File: src/rtl/cpu_ctrl_pkg.sv
// Shared control encodings for the multi-cycle RISC sequencer.
// Opcodes, FSM states, ALU op and error codes.
package cpu_ctrl_pkg;

  localparam logic [5:0] OP_NOP   = 6'd0;
  localparam logic [5:0] OP_ADD   = 6'd1;
  localparam logic [5:0] OP_SUB   = 6'd2;
  localparam logic [5:0] OP_STORE = 6'd3;
  localparam logic [5:0] OP_LOAD  = 6'd4;
  localparam logic [5:0] OP_HALT  = 6'd63;

  localparam logic [1:0] ALU_NONE = 2'b00;
  localparam logic [1:0] ALU_ADD  = 2'b01;
  localparam logic [1:0] ALU_SUB  = 2'b10;

  localparam logic [1:0] ERR_NONE    = 2'b00;
  localparam logic [1:0] ERR_ILLEGAL = 2'b01;
  localparam logic [1:0] ERR_TIMEOUT = 2'b10;

  typedef enum logic [2:0] {
    S_IDLE,
    S_FETCH,
    S_DECODE,
    S_EXEC,
    S_MEM,
    S_WB,
    S_HALT
  } state_t;

  function automatic logic uses_mem(
    input logic [5:0] op
  );
    return (op == OP_STORE) ||
           (op == OP_LOAD);
  endfunction

endpackage

File: src/rtl/instr_sequencer_if.sv
// Sequencer bus: start, instruction/data memory
// handshakes and datapath control strobes.
interface instr_sequencer_if #(
  parameter int IW   = 32,
  parameter int CNTW = 32
);
  logic            start;
  logic            im_req;
  logic            im_ack;
  logic [IW-1:0]   instr;
  logic            ir_we;
  logic [1:0]      alu_op;
  logic            rf_we;
  logic            dm_req;
  logic            dm_we;
  logic            dm_ack;
  logic            pc_inc;
  logic            halted;
  logic [1:0]      err;
  logic [CNTW-1:0] instr_cnt;

  modport master (
    input  start, im_ack, instr, dm_ack,
    output im_req, ir_we, alu_op, rf_we,
    output dm_req, dm_we, pc_inc, halted,
    output err, instr_cnt
  );

  modport slave (
    output start, im_ack, instr, dm_ack,
    input  im_req, ir_we, alu_op, rf_we,
    input  dm_req, dm_we, pc_inc, halted,
    input  err, instr_cnt
  );
endinterface

File: src/rtl/ctrl_wait_timer.sv
// Wait-cycle counter shared by the fetch and data
// memory waits; flags the last allowed wait cycle.
module ctrl_wait_timer #(
  parameter int MEM_TIMEOUT = 15
) (
  input  logic clk,
  input  logic reset,
  input  logic i_clr,
  input  logic i_en,
  output logic o_tmo
);
  localparam int CW =
    (MEM_TIMEOUT < 2) ? 1 : $clog2(MEM_TIMEOUT);

  logic [CW-1:0] r_cnt;

  always_ff @(posedge clk or posedge reset) begin
    if (reset) begin
      r_cnt <= '0;
    end else if (i_clr) begin
      r_cnt <= '0;
    end else if (i_en) begin
      r_cnt <= r_cnt + CW'(1);
    end
  end

  assign o_tmo = (r_cnt == CW'(MEM_TIMEOUT - 1));

endmodule

File: src/rtl/instr_sequencer.sv
// Multi-cycle FETCH/DECODE/EXEC/MEM/WB sequencer
// driving the RF, ALU, PC and memory strobes.
module instr_sequencer
  import cpu_ctrl_pkg::*;
#(
  parameter int IW          = 32,
  parameter int MEM_TIMEOUT = 15,
  parameter int CNTW        = 32
) (
  input logic                clk,
  input logic                reset,
  instr_sequencer_if.master  bus
);
  state_t          r_state;
  state_t          w_nxt;
  logic [5:0]      r_op;
  logic [1:0]      r_err;
  logic [1:0]      w_err_nxt;
  logic [CNTW-1:0] r_cnt;
  logic            w_tmo;
  logic            w_clr;
  logic            w_en;
  logic            w_ir_we;
  logic            w_pc_inc;
  logic            w_is_nop;
  logic            w_is_exe;
  logic            w_is_halt;
  logic            w_unused_instr;

  assign w_unused_instr = ^bus.instr[IW-7:0];

  assign w_is_nop  = (r_op == OP_NOP);
  assign w_is_halt = (r_op == OP_HALT);
  assign w_is_exe  = (r_op == OP_ADD) ||
                     (r_op == OP_SUB) ||
                     uses_mem(r_op);

  always_ff @(posedge clk or posedge reset) begin
    if (reset) begin
      r_state <= S_IDLE;
      r_op    <= '0;
      r_err   <= ERR_NONE;
      r_cnt   <= '0;
    end else begin
      r_state <= w_nxt;
      r_err   <= w_err_nxt;
      if (w_ir_we)  r_op  <= bus.instr[IW-1 -: 6];
      if (w_pc_inc) r_cnt <= r_cnt + CNTW'(1);
    end
  end

  always_comb begin
    w_nxt       = r_state;
    w_err_nxt   = r_err;
    w_ir_we     = 1'b0;
    w_pc_inc    = 1'b0;
    w_en        = 1'b0;
    bus.im_req  = 1'b0;
    bus.dm_req  = 1'b0;
    bus.dm_we   = 1'b0;
    bus.rf_we   = 1'b0;
    bus.alu_op  = ALU_NONE;
    case (r_state)
      S_IDLE: begin
        if (bus.start) w_nxt = S_FETCH;
      end
      S_FETCH: begin
        bus.im_req = 1'b1;
        if (bus.im_ack) begin
          w_ir_we = 1'b1;
          w_nxt   = S_DECODE;
        end else if (w_tmo) begin
          w_nxt     = S_HALT;
          w_err_nxt = ERR_TIMEOUT;
        end else begin
          w_en = 1'b1;
        end
      end
      S_DECODE: begin
        unique case (1'b1)
          w_is_nop: begin
            w_pc_inc = 1'b1;
            w_nxt    = S_FETCH;
          end
          w_is_exe:  w_nxt = S_EXEC;
          w_is_halt: begin
            w_nxt     = S_HALT;
            w_err_nxt = ERR_NONE;
          end
          default: begin
            w_nxt     = S_HALT;
            w_err_nxt = ERR_ILLEGAL;
          end
        endcase
      end
      S_EXEC: begin
        bus.alu_op = (r_op == OP_SUB) ?
                     ALU_SUB : ALU_ADD;
        w_nxt = uses_mem(r_op) ? S_MEM : S_WB;
      end
      S_MEM: begin
        bus.dm_req = 1'b1;
        bus.dm_we  = (r_op == OP_STORE);
        if (bus.dm_ack) begin
          // STORE retires here; LOAD still writes back
          if (r_op == OP_STORE) begin
            w_pc_inc = 1'b1;
            w_nxt    = S_FETCH;
          end else begin
            w_nxt = S_WB;
          end
        end else if (w_tmo) begin
          w_nxt     = S_HALT;
          w_err_nxt = ERR_TIMEOUT;
        end else begin
          w_en = 1'b1;
        end
      end
      S_WB: begin
        bus.rf_we = 1'b1;
        w_pc_inc  = 1'b1;
        w_nxt     = S_FETCH;
      end
      S_HALT: w_nxt = S_HALT;
      default: w_nxt = S_IDLE;
    endcase
  end

  // any state change restarts the wait count
  assign w_clr = (w_nxt != r_state);

  ctrl_wait_timer #(
    .MEM_TIMEOUT (MEM_TIMEOUT)
  ) u_timer (
    .clk   (clk),
    .reset (reset),
    .i_clr (w_clr),
    .i_en  (w_en),
    .o_tmo (w_tmo)
  );

  assign bus.ir_we     = w_ir_we;
  assign bus.pc_inc    = w_pc_inc;
  assign bus.halted    = (r_state == S_HALT);
  assign bus.err       = r_err;
  assign bus.instr_cnt = r_cnt;

endmodule

File: src/flat_wrapper.sv
// flat-port wrapper written by rule: the top's interface ports become plain ports
module instr_sequencer_flat import cpu_ctrl_pkg::*;
#(
  parameter int IW          = 32,
  parameter int MEM_TIMEOUT = 15,
  parameter int CNTW        = 32
)
  (clk, reset, bus_start, bus_im_ack, bus_instr, bus_dm_ack, bus_im_req, bus_ir_we, bus_alu_op, bus_rf_we, bus_dm_req, bus_dm_we, bus_pc_inc, bus_halted, bus_err, bus_instr_cnt);
  instr_sequencer_if #(.IW(IW), .CNTW(CNTW)) bus_i ();
  input logic clk;
  input logic reset;
  input wire logic [$bits(bus_i.start)-1:0] bus_start;
  input wire logic [$bits(bus_i.im_ack)-1:0] bus_im_ack;
  input wire logic [$bits(bus_i.instr)-1:0] bus_instr;
  input wire logic [$bits(bus_i.dm_ack)-1:0] bus_dm_ack;
  output wire logic [$bits(bus_i.im_req)-1:0] bus_im_req;
  output wire logic [$bits(bus_i.ir_we)-1:0] bus_ir_we;
  output wire logic [$bits(bus_i.alu_op)-1:0] bus_alu_op;
  output wire logic [$bits(bus_i.rf_we)-1:0] bus_rf_we;
  output wire logic [$bits(bus_i.dm_req)-1:0] bus_dm_req;
  output wire logic [$bits(bus_i.dm_we)-1:0] bus_dm_we;
  output wire logic [$bits(bus_i.pc_inc)-1:0] bus_pc_inc;
  output wire logic [$bits(bus_i.halted)-1:0] bus_halted;
  output wire logic [$bits(bus_i.err)-1:0] bus_err;
  output wire logic [$bits(bus_i.instr_cnt)-1:0] bus_instr_cnt;
  assign bus_i.start = bus_start;
  assign bus_i.im_ack = bus_im_ack;
  assign bus_i.instr = bus_instr;
  assign bus_i.dm_ack = bus_dm_ack;
  assign bus_im_req = bus_i.im_req;
  assign bus_ir_we = bus_i.ir_we;
  assign bus_alu_op = bus_i.alu_op;
  assign bus_rf_we = bus_i.rf_we;
  assign bus_dm_req = bus_i.dm_req;
  assign bus_dm_we = bus_i.dm_we;
  assign bus_pc_inc = bus_i.pc_inc;
  assign bus_halted = bus_i.halted;
  assign bus_err = bus_i.err;
  assign bus_instr_cnt = bus_i.instr_cnt;
  instr_sequencer #(.IW(IW), .MEM_TIMEOUT(MEM_TIMEOUT), .CNTW(CNTW)) u_core (.clk(clk), .reset(reset), .bus(bus_i));
endmodule
File: config.mk
export PLATFORM = sky130hd
export DESIGN_NAME = instr_sequencer_flat
export DESIGN_NICKNAME = d
export VERILOG_FILES = /design/src/rtl/cpu_ctrl_pkg.sv /design/src/rtl/instr_sequencer_if.sv /design/src/rtl/ctrl_wait_timer.sv /design/src/rtl/instr_sequencer.sv /design/src/flat_wrapper.sv
export SDC_FILE = /design/constraint.sdc
export NUM_CORES = 1
export LEC_CHECK = 0
export CAP_MARGIN = 20
export CORE_ASPECT_RATIO = 0.7
export CORE_MARGIN = 2
export CORE_UTILIZATION = 50
export DETAILED_ROUTE_END_ITERATION = 6
export PLACE_DENSITY = 0.86
export REMOVE_ABC_BUFFERS = 1
export SETUP_SLACK_MARGIN = 0.1
export SYNTH_ARGS = -nofsm -noshare
export SYNTH_HDL_FRONTEND = slang
export SYNTH_SLANG_ARGS = --single-unit
File: constraint.sdc
create_clock -name clk -period 4.92 [get_ports clk]
set_input_delay 0.984 -clock clk [delete_from_list [all_inputs] [get_ports clk]]
set_output_delay 0.984 -clock clk [all_outputs]
set_load 0.01 [all_outputs]
Word-level counts from Yosys, hierarchy flattened:

Cells that the tools add are included.

* register bits after elaboration: 47
* latch bits: 0
* memory bits (writable): 0
* ROM bits: 0
* input bits: 37
* output and inout bits: 43
* word-level logic and storage cells: 63
* memories: 0

* $add $sub $neg: 2
* multipliers: 0
* divide/modulo/power cells: 0
* $lt $le $gt $ge: 0
* equality and inequality tests: 16
* shifts and indexed selects: 0
* mux-type cells: 31
* bitwise operators: 0
* reductions and logical operators: 9

Operator list (number)
* 32-bit by 1-bit adder with 32-bit output (second input constant): 1
* 3-bit one-hot mux with 7 select lines: 1
* 3-bit 2-to-1 mux: 5
* 1-bit 2-to-1 mux: 13
* 6-bit by 2-bit == test with 1-bit output (second input constant): 2
* 2-bit 2-to-1 mux: 5
* 3-bit == test (second input constant): 3
* 4-bit 2-to-1 mux: 2
* 3-bit by 2-bit == test with 1-bit output (second input constant): 2
* 6-bit by 1-bit == test with 1-bit output (second input constant): 1
* 6-bit by 3-bit == test with 1-bit output (second input constant): 1
* 6-bit == test (second input constant): 1
* 6-bit zero test: 1
* 2-bit inequality test (second input constant): 3
* 2-bit one-hot mux with 3 select lines: 1
* 3-bit one-hot mux with 2 select lines: 1
* 4-bit by 1-bit adder with 4-bit output (second input constant): 1
* 4-bit == test (second input constant): 1
* 2-bit one-hot mux with 2 select lines: 1
* 4-bit AND reduction: 1
* 3-bit by 1-bit == test with 1-bit output (second input constant): 1
* 3-bit zero test: 1
* 1-bit logical OR: 3
* 3-bit inequality test: 1
* other kinds (5): 5

Logic depth before layout (Yosys ltp):

Gate-level depths: netlist of the first run.

* depth in word-level cells: 7
* gate-level depth with buffers: 7
* gate-level depth less buffers: 7

Cells and area by module:

Synthesis of the first run repeated with hierarchy kept, for this count alone.

* cells, all modules: 238
* area, all modules: 2452.4 um2

Modules (own cells, without submodules)
* instr_sequencer: times used 1, cells an instance 218, area an instance 2235.9 um2, sequential area each 1076.0 um2
* ctrl_wait_timer: times used 1, cells an instance 20, area an instance 216.5 um2, sequential area each 100.1 um2

Worst setup path after synthesis of the first run:

OpenSTA, ideal clock, no wires.

* path type: register -> output
* start point: register u_core.r_op[0]
* end point: output port bus_pc_inc
* arrival time: 1812 ps
* data required time: 3936 ps
* setup slack: 2124 ps
* cell stages (with the launch flop): 6
* path buffers: 1
* cells stage by stage: dfrtp_1 -> or4_4 -> or4b_1 -> o21a_1 -> inv_1 -> buf_4

* longest elaborated chain between the ends: 4
* elaborated cells between the ends (all ways): 6
* those cells by class: 1 x eq/ne; 4 x mux; 1 x reduce/logical

RTL lines
* from (decl): line instr_sequencer.sv:16 `logic [5:0] r_op;`
* from (signal assigned): line instr_sequencer.sv:47 `if (w_ir_we) r_op <= bus.instr[IW-1 -: 6];`
* 6-bit by 2-bit == test with 1-bit output: line instr_sequencer.sv:106 `if (r_op == OP_STORE) begin`
* 1-bit 2-to-1 mux: line instr_sequencer.sv:106
* 1-bit 2-to-1 mux: line instr_sequencer.sv:104 `if (bus.dm_ack) begin`
* 1-bit one-hot mux with 3 select lines *: line instr_sequencer.sv:63 `case (r_state)`
* to (decl): line flat_wrapper.sv:22 `output wire logic [$bits(bus_i.pc_inc)-1:0] bus_pc_inc;`

Every way passes the cells marked *; elsewhere a longest branch is shown, timed or not.

Worst setup path after layout of the first run:

* start point: input port bus_dm_ack
* end point: output port bus_pc_inc

* longest elaborated chain between the ends: 2

RTL lines
* from (decl): line flat_wrapper.sv:15 `input wire logic [$bits(bus_i.dm_ack)-1:0] bus_dm_ack;`
* 1-bit 2-to-1 mux: line instr_sequencer.sv:104
* 1-bit one-hot mux with 3 select lines: line instr_sequencer.sv:63

Every way passes these cells.

==> results.sh, run 1 <==
export IMPL_antenna_found_initial=0
export IMPL_rows=21
export IMPL_max_cap_viol_count=0
export IMPL_p_per_area_mw_per_mm2=408
export IMPL_cellInternalPower_uw=812
export IMPL_period_minus_slack_ns=4.05
export IMPL_yosys_area_top_type_share_pct=47.0
export IMPL_max_slew_margin_rel_pct=50.9
export IMPL_combPwrFrac_pct=36.8
export IMPL_syn_avg_cell_area_um2=10.2
export IMPL_cp_slowest_cell="clkdlybuf4s50_1"
export IMPL_fin_util_pct=66.5
export IMPL_viasPerCell=5.60
export IMPL_pre_cts_ws_ns=0.899
export IMPL_ys_ff_latch=47
export IMPL_io_pins=80
export IMPL_crit_path_cell_trace="clkdlybuf4s50_1, and4b_2, a21oi_1, o21a_1, inv_1, clkdlybuf4s50_1"
export IMPL_cts_root_buf="clkbuf_8"
export IMPL_netSwitchingFraction_pct=37.8
export IMPL_power_mw=1.31
export IMPL_cts_hold_buf=0
export IMPL_grt_max_degree=48
export IMPL_synth_area_mm2=0.00250
export IMPL_muxShareOfSynthArea_pct=3.55
export IMPL_critPathTopFamily="buffers and inverters"
export IMPL_grt_pass1_vias=1892
export IMPL_ir_worst_vdd_mv=0.305
export IMPL_slowest_delay_ns=0.52
export IMPL_synth_adder_area_share_pct=1.50
export IMPL_hold_path_class="reg2reg"
export IMPL_antenna_cells=0
export IMPL_cts_path_max_buffers=2
export IMPL_clock_latency_ns=0.30
export IMPL_synth_most_common_cell="dfrtp_1"
export IMPL_rsz0062_at_grt="no"
export IMPL_htree_levels=2
export IMPL_synth_compound_area_share_pct=6.95
export IMPL_ant_nets=0
export IMPL_routedWlPerCell_um=14.4
export IMPL_cp_buffers_inverters=3
export IMPL_pwr_share_seq_pct=44.5
export IMPL_p_leak_nw=1.30
export IMPL_fp_dieH_um=63.2
export IMPL_netlist_cell_type_count=47
export IMPL_synthTopCellsByArea="dfrtp_1 (47%), xnor2_1 (8.0%), nand4_1 (4.2%)"
export IMPL_vias=2066
export IMPL_final_cells=369
export IMPL_crit_arrival_ns=3.06
export IMPL_synth_simple_area_share_pct=26.0
export IMPL_synth_top_family_by_area="simple AND/OR/NAND/NOR gates"
export IMPL_grt_usage_pct=19.9
export IMPL_synth_edf_count=0
export IMPL_wl_um=5310
export IMPL_fin_skew_ns=0.00801
export IMPL_drt_pass1_iter_count=4
export IMPL_finalSetupTns_ns=0
export IMPL_cts_sinks=47
export IMPL_synth_common_cells="dfrtp_1 (47), xnor2_1 (23), nand2_1 (18)"
export IMPL_worst_slew_pin_slew_ns=0.729
export IMPL_synth_top_flop_cell="dfrtp_1"
export IMPL_cts_resized=0
export IMPL_cp_common_cell="clkdlybuf4s50_1"
export IMPL_worstPathRequired_ns=3.94
export IMPL_start_util_pct=52.1
export IMPL_setup_violations=0
export IMPL_status="finished, final reports clean"
export IMPL_cts_tree="built"
export IMPL_numCtsBuffers=5
export IMPL_ys_warn_count=0
export IMPL_max_freq_ghz=0.247
export IMPL_yosysTopAreaCell="dfrtp_1"
export IMPL_grt_pass1_wl_um=8850
export IMPL_core_area_mm2=0.00481
export IMPL_seqCellArea_mm2=0.00118
export IMPL_hold_violations=0
export IMPL_async_reset_ff_share_pct=100
export IMPL_fill_cells=366
export IMPL_layout_setup_ws_ns=0.873
export IMPL_syn_to_final_growth_pct=27.8
export IMPL_first_iter_violations=212
export IMPL_p_clk_share_pct=18.8
export IMPL_endpoint_kind="primary output"
export IMPL_path_clk_slew_ns=0.09
export IMPL_post_cts_setup_buffers=0
export IMPL_die_area_mm2=0.00560
export IMPL_postSynthCellCount=246
export IMPL_timing_final_crit_share_pct=82.3
export IMPL_critPathMaxFanout=12
export IMPL_portBuffers=53
export IMPL_crit_path_start_kind="primary input"
export IMPL_dpl_hpwl_um=3870
export IMPL_synth_xor_area_share_pct=11.9
export IMPL_numPlacedInstances=359
export IMPL_drc_errors=0
export IMPL_fp_dieW_um=88.6
export IMPL_synth_seq_area_share_pct=47.0
export IMPL_nets=339
export IMPL_final_layout_size_suffix_gt1_share_pct=8.33
export IMPL_multiInputGateArea_mm2=0.00125
export IMPL_p_sw_uw=493
export IMPL_grt_ovfl_total=0
export IMPL_timing_worst_setup_path_type="in2out"
export IMPL_slew_viol_final=0
export IMPL_gp_congestion=0.885
[cell families after synthesis]
kind of cell / after synthesis
fa+ha+maj: 3
mux: 8
compound gates: 25
xor+xnor: 34
buf+inv: 17
flops: 47
simple gates: 112
[power by group through the flow]
stage | sequential [mW] | combinational [mW] | clock, mW
global route | 0.596 | 0.529 | 0.269
detailed placement | 0.585 | 0.477 | 0
finish | 0.581 | 0.480 | 0.245
CTS | 0.577 | 0.480 | 0.252
global placement | 0.580 | 0.468 | 0
floorplan | 0.568 | 0.294 | 0
[routing by layer]
layer,wire [µm],track usage [%],vias to the layer above
li1,-,-,1000
met1,2660,30.8,1000
met2,2240,27.5,62
met3,373,5.64,4
met4,35,4.55,0
met5,0,0,-
[cell type report]
type,count,share of cell area (%)
clock buffer,6,2.58
clock inverter,2,0.508
inverter,7,0.821
multi-input combinational,182,39.0
sequential,47,36.8
tap,69,2.70
timing repair buffer,56,17.6
[layout by cell type, fill, tap and decap left out, types with 6 or more instances in the layout]
master and n:
nand3_1 12, nor3b_1 6, nor2_1 15, and3_1 13, nor3_1 8, mux2_2 7, nand2_1 18, clkdlybuf4s50_1 53
o21ai_0 7, xnor2_1 23, nand4_1 17, clkbuf_8 6, xor2_1 11, inv_1 6, dfrtp_1 47
[sequential cells by signal, indices dropped and copies added (netlist names)]
| name | flops |
|---|---|
| u_core.bus.instr_cnt | 32 |
| u_core.r_op | 6 |
| u_core.bus.err | 2 |
| u_core.r_state | 3 |
| u_core.u_timer.r_cnt | 4 |
[worst paths after layout]
kind / to / cells after the start / start / slack, ns
setup / recovery: bus_pc_inc / 6 / bus_dm_ack / 0.87
min in group asynchronous: u_core.u_timer.r_cnt[0] / 2 / reset / 0.85
hold / removal: u_core.bus.instr_cnt[11] / 1 / u_core.bus.instr_cnt[11] / 0.50
max in group asynchronous: u_core.bus.instr_cnt[30] / 3 / reset / 3.65
setup reg to reg: u_core.bus.instr_cnt[18] / 7 / u_core.r_state[0] / 2.20
hold reg to reg: u_core.bus.instr_cnt[11] / 1 / u_core.bus.instr_cnt[11] / 0.50
[per-stage QoR]
step                      area [µm²]  hold slack (ns)
after floorplan                 2450            0.504
after global placement          3080            0.486
after detailed placement        3080            0.486
after CTS                       3170            0.500
after global routing            3200            0.523
final                           3200            0.497
Note: power is estimated with default switching activity, not from simulation.
==> run 2, diff against run 1 <==
--- a/config.mk
+++ b/config.mk
@@ -8,9 +8,9 @@
 export CAP_MARGIN = 20
 export CORE_ASPECT_RATIO = 0.7
 export CORE_MARGIN = 2
-export CORE_UTILIZATION = 50
+export CORE_UTILIZATION = 42
 export DETAILED_ROUTE_END_ITERATION = 6
-export PLACE_DENSITY = 0.86
+export PLACE_DENSITY = 0.77
 export REMOVE_ABC_BUFFERS = 1
 export SETUP_SLACK_MARGIN = 0.1
 export SYNTH_ARGS = -nofsm -noshare
==> constraint.sdc (replaced) <==
create_clock -name clk -period 3.3 [get_ports clk]
set_input_delay 0.66 -clock clk [delete_from_list [all_inputs] [get_ports clk]]
set_output_delay 0.66 -clock clk [all_outputs]
set_load 0.01 [all_outputs]
==> results.sh, run 2 (same netlist as run 1, synthesis figures left out) <==
export IMPL_portBuffers=53
export IMPL_timing_rr_end="u_core.bus.instr_cnt[13]"
export IMPL_worst_slew_pin_slew_ns=0.756
export IMPL_multiInputGateArea_mm2=0.00125
export IMPL_use_met1_pct=28.8
export IMPL_largest_register_ffs=32
export IMPL_startpoint="u_core.r_state[1]"
export IMPL_pwr_share_seq_pct=38.3
export IMPL_busiest_layer="met1"
export IMPL_rows=23
export IMPL_drt_pass1_iter_count=5
export IMPL_rrSetupSlack_ns=0.93
export IMPL_ant_nets=0
export IMPL_wl_um=5740
export IMPL_use_met3_pct=2.50
export IMPL_fill_cells=488
export IMPL_final_cell_mix="clkdlybuf4s50_1 (52), dfrtp_1 (47), xnor2_1 (23), nand2_1 (18), nand4_1 (17)"
export IMPL_cts_root_buf="clkbuf_8"
export IMPL_rsz0062_at_grt="no"
export IMPL_layout_setup_ws_ns=0.323
export IMPL_setup_violations=0
export IMPL_path_clk_slew_ns=0.09
export IMPL_fin_skew_ns=0.00660
export IMPL_ir_worst_vdd_mv=0.463
export IMPL_grt_max_degree=48
export IMPL_first_iter_violations=183
export IMPL_clock_latency_ns=0.30
export IMPL_grt_ovfl_total=0
export IMPL_combPwrFrac_pct=38.1
export IMPL_max_cap_viol_count=0
export IMPL_crit_end="bus_ir_we"
export IMPL_grt_pass1_wl_um=9120
export IMPL_drc_errors=0
export IMPL_fp_dieH_um=68.6
export IMPL_seqCellArea_mm2=0.00118
export IMPL_p_sw_uw=757
export IMPL_slew_viol_final=0
export IMPL_netSwitchingFraction_pct=35.5
export IMPL_routedWlPerCell_um=15.0
export IMPL_status="finished, final reports clean"
export IMPL_syn_to_final_growth_pct=31.7
export IMPL_final_layout_size_suffix_gt1_share_pct=10.4
export IMPL_fp_dieW_um=96.3
export IMPL_power_mw=2.13
export IMPL_pre_cts_ws_ns=0.328
export IMPL_htree_levels=2
export IMPL_p_leak_nw=1.36
export IMPL_p_per_area_mw_per_mm2=646
export IMPL_endpoint_kind="primary output"
export IMPL_r2r_start="u_core.r_op[3]"
export IMPL_crit_arrival_ns=2.32
export IMPL_gp_congestion=0.960
export IMPL_timing_worst_setup_path_type="reg2out"
export IMPL_cts_path_max_buffers=2
export IMPL_cellInternalPower_mw=1.37
export IMPL_cts_sinks=47
export IMPL_cts_tree="built"
export IMPL_hold_path_class="reg2reg"
export IMPL_io_pins=80
export IMPL_period_minus_slack_ns=2.98
export IMPL_vias=2076
export IMPL_finalSetupTns_ns=0
export IMPL_die_area_mm2=0.00660
export IMPL_max_slew_margin_rel_pct=49.2
export IMPL_antenna_cells=0
export IMPL_numCtsBuffers=5
export IMPL_start_util_pct=43.7
export IMPL_p_clk_share_pct=23.6
export IMPL_grt_pass1_vias=1824
export IMPL_viasPerCell=5.43
export IMPL_timing_final_crit_share_pct=90.2
export IMPL_r2r_cells=7
export IMPL_grt_usage_pct=18.2
export IMPL_antenna_found_initial=0
export IMPL_met2_usage_pct=25.4
export IMPL_crit_path_start_kind="flip-flop"
export IMPL_nets=346
export IMPL_layout_commonest_cell="clkdlybuf4s50_1"
export IMPL_max_freq_ghz=0.336
export IMPL_critPathMaxFanout=12
export IMPL_core_area_mm2=0.00573
export IMPL_hold_violations=0
export IMPL_dpl_hpwl_um=4260
export IMPL_worstPathRequired_ns=2.64
-- run 2: changes by cell type in the layout (fill, tap and decap cells not counted), sizes merged --
cell	previous run	this run
bufinv	0	2
clkbuf	7	5
buf	2	10
clkdlybuf4s50	53	52
dlygate4sd2	0	1
clkinv	1	0
-- run 2: worst min path at each step --
stage / cells after the start / endpoint / startpoint
6_report: 1 / u_core.bus.instr_cnt[31] / u_core.bus.instr_cnt[31]
5_1_grt: 1 / u_core.bus.instr_cnt[31] / u_core.bus.instr_cnt[31]
4_1_cts: 1 / u_core.bus.instr_cnt[31] / u_core.bus.instr_cnt[31]
3_5_place_dp: 1 / u_core.bus.instr_cnt[7] / u_core.bus.instr_cnt[7]
3_3_place_gp: 1 / u_core.bus.instr_cnt[31] / u_core.bus.instr_cnt[31]
2_1_floorplan: 1 / u_core.bus.instr_cnt[31] / u_core.bus.instr_cnt[31]
-- run 2: cell type report --
cell class | instances | area share, %
clock buffers | 5 | 2.09
well taps | 75 | 2.85
multi-input cells | 182 | 37.9
clock inverters | 3 | 2.05
inverters | 7 | 0.797
repair buffers | 63 | 18.7
flip-flops and latches | 47 | 35.7
-- run 2: what timing repair did --
action | in CTS | in global routing
resized for setup | 1 | 0
endpoints found under the hold margin | 0 | 0
setup endpoints to repair | 1 | 0
buffers inserted | 1 | 0
hold buffers | 0 | 0
-- run 2: power groups by stage --
stage / Combinational (mW) / Sequential (mW) / Clock [mW]
after floorplan: 0.439 / 0.847 / 0
after global placement: 0.788 / 0.827 / 0
after detailed placement: 0.792 / 0.833 / 0
after CTS: 0.807 / 0.815 / 0.512
after global routing: 0.898 / 0.836 / 0.533
final: 0.813 / 0.815 / 0.503
-- run 2: metal layers --
| metal | routed length, µm | vias up | share of wire, % |
|---|---|---|---|
| met3 | 257 | 4 | 4.5 |
| met2 | 2410 | 66 | 42 |
| met5 | 0 | - | 0 |
| met4 | 48 | 0 | 0.84 |
| met1 | 3030 | 1000 | 53 |
| li1 | - | 1006 | - |
-- run 2: worst max-delay path, cell delays in order (launching register included) --
cell and delay, ns:
dfrtp_1 0.52, nor3b_1 0.49, and2_1 0.39, clkdlybuf4s50_1 0.60
-- run 2: per-stage QoR --
stage | instance area, µm² | hold slack, ns | instances | utilization, %
6_report | 3300 | 0.492 | 382 | 57.6
4_1_cts | 3280 | 0.496 | 381 | 57.2
3_3_place_gp | 3140 | 0.470 | 372 | 54.8
5_1_grt | 3300 | 0.515 | 382 | 57.6
3_5_place_dp | 3140 | 0.483 | 372 | 54.8
2_1_floorplan | 2450 | 0.504 | 236 | -
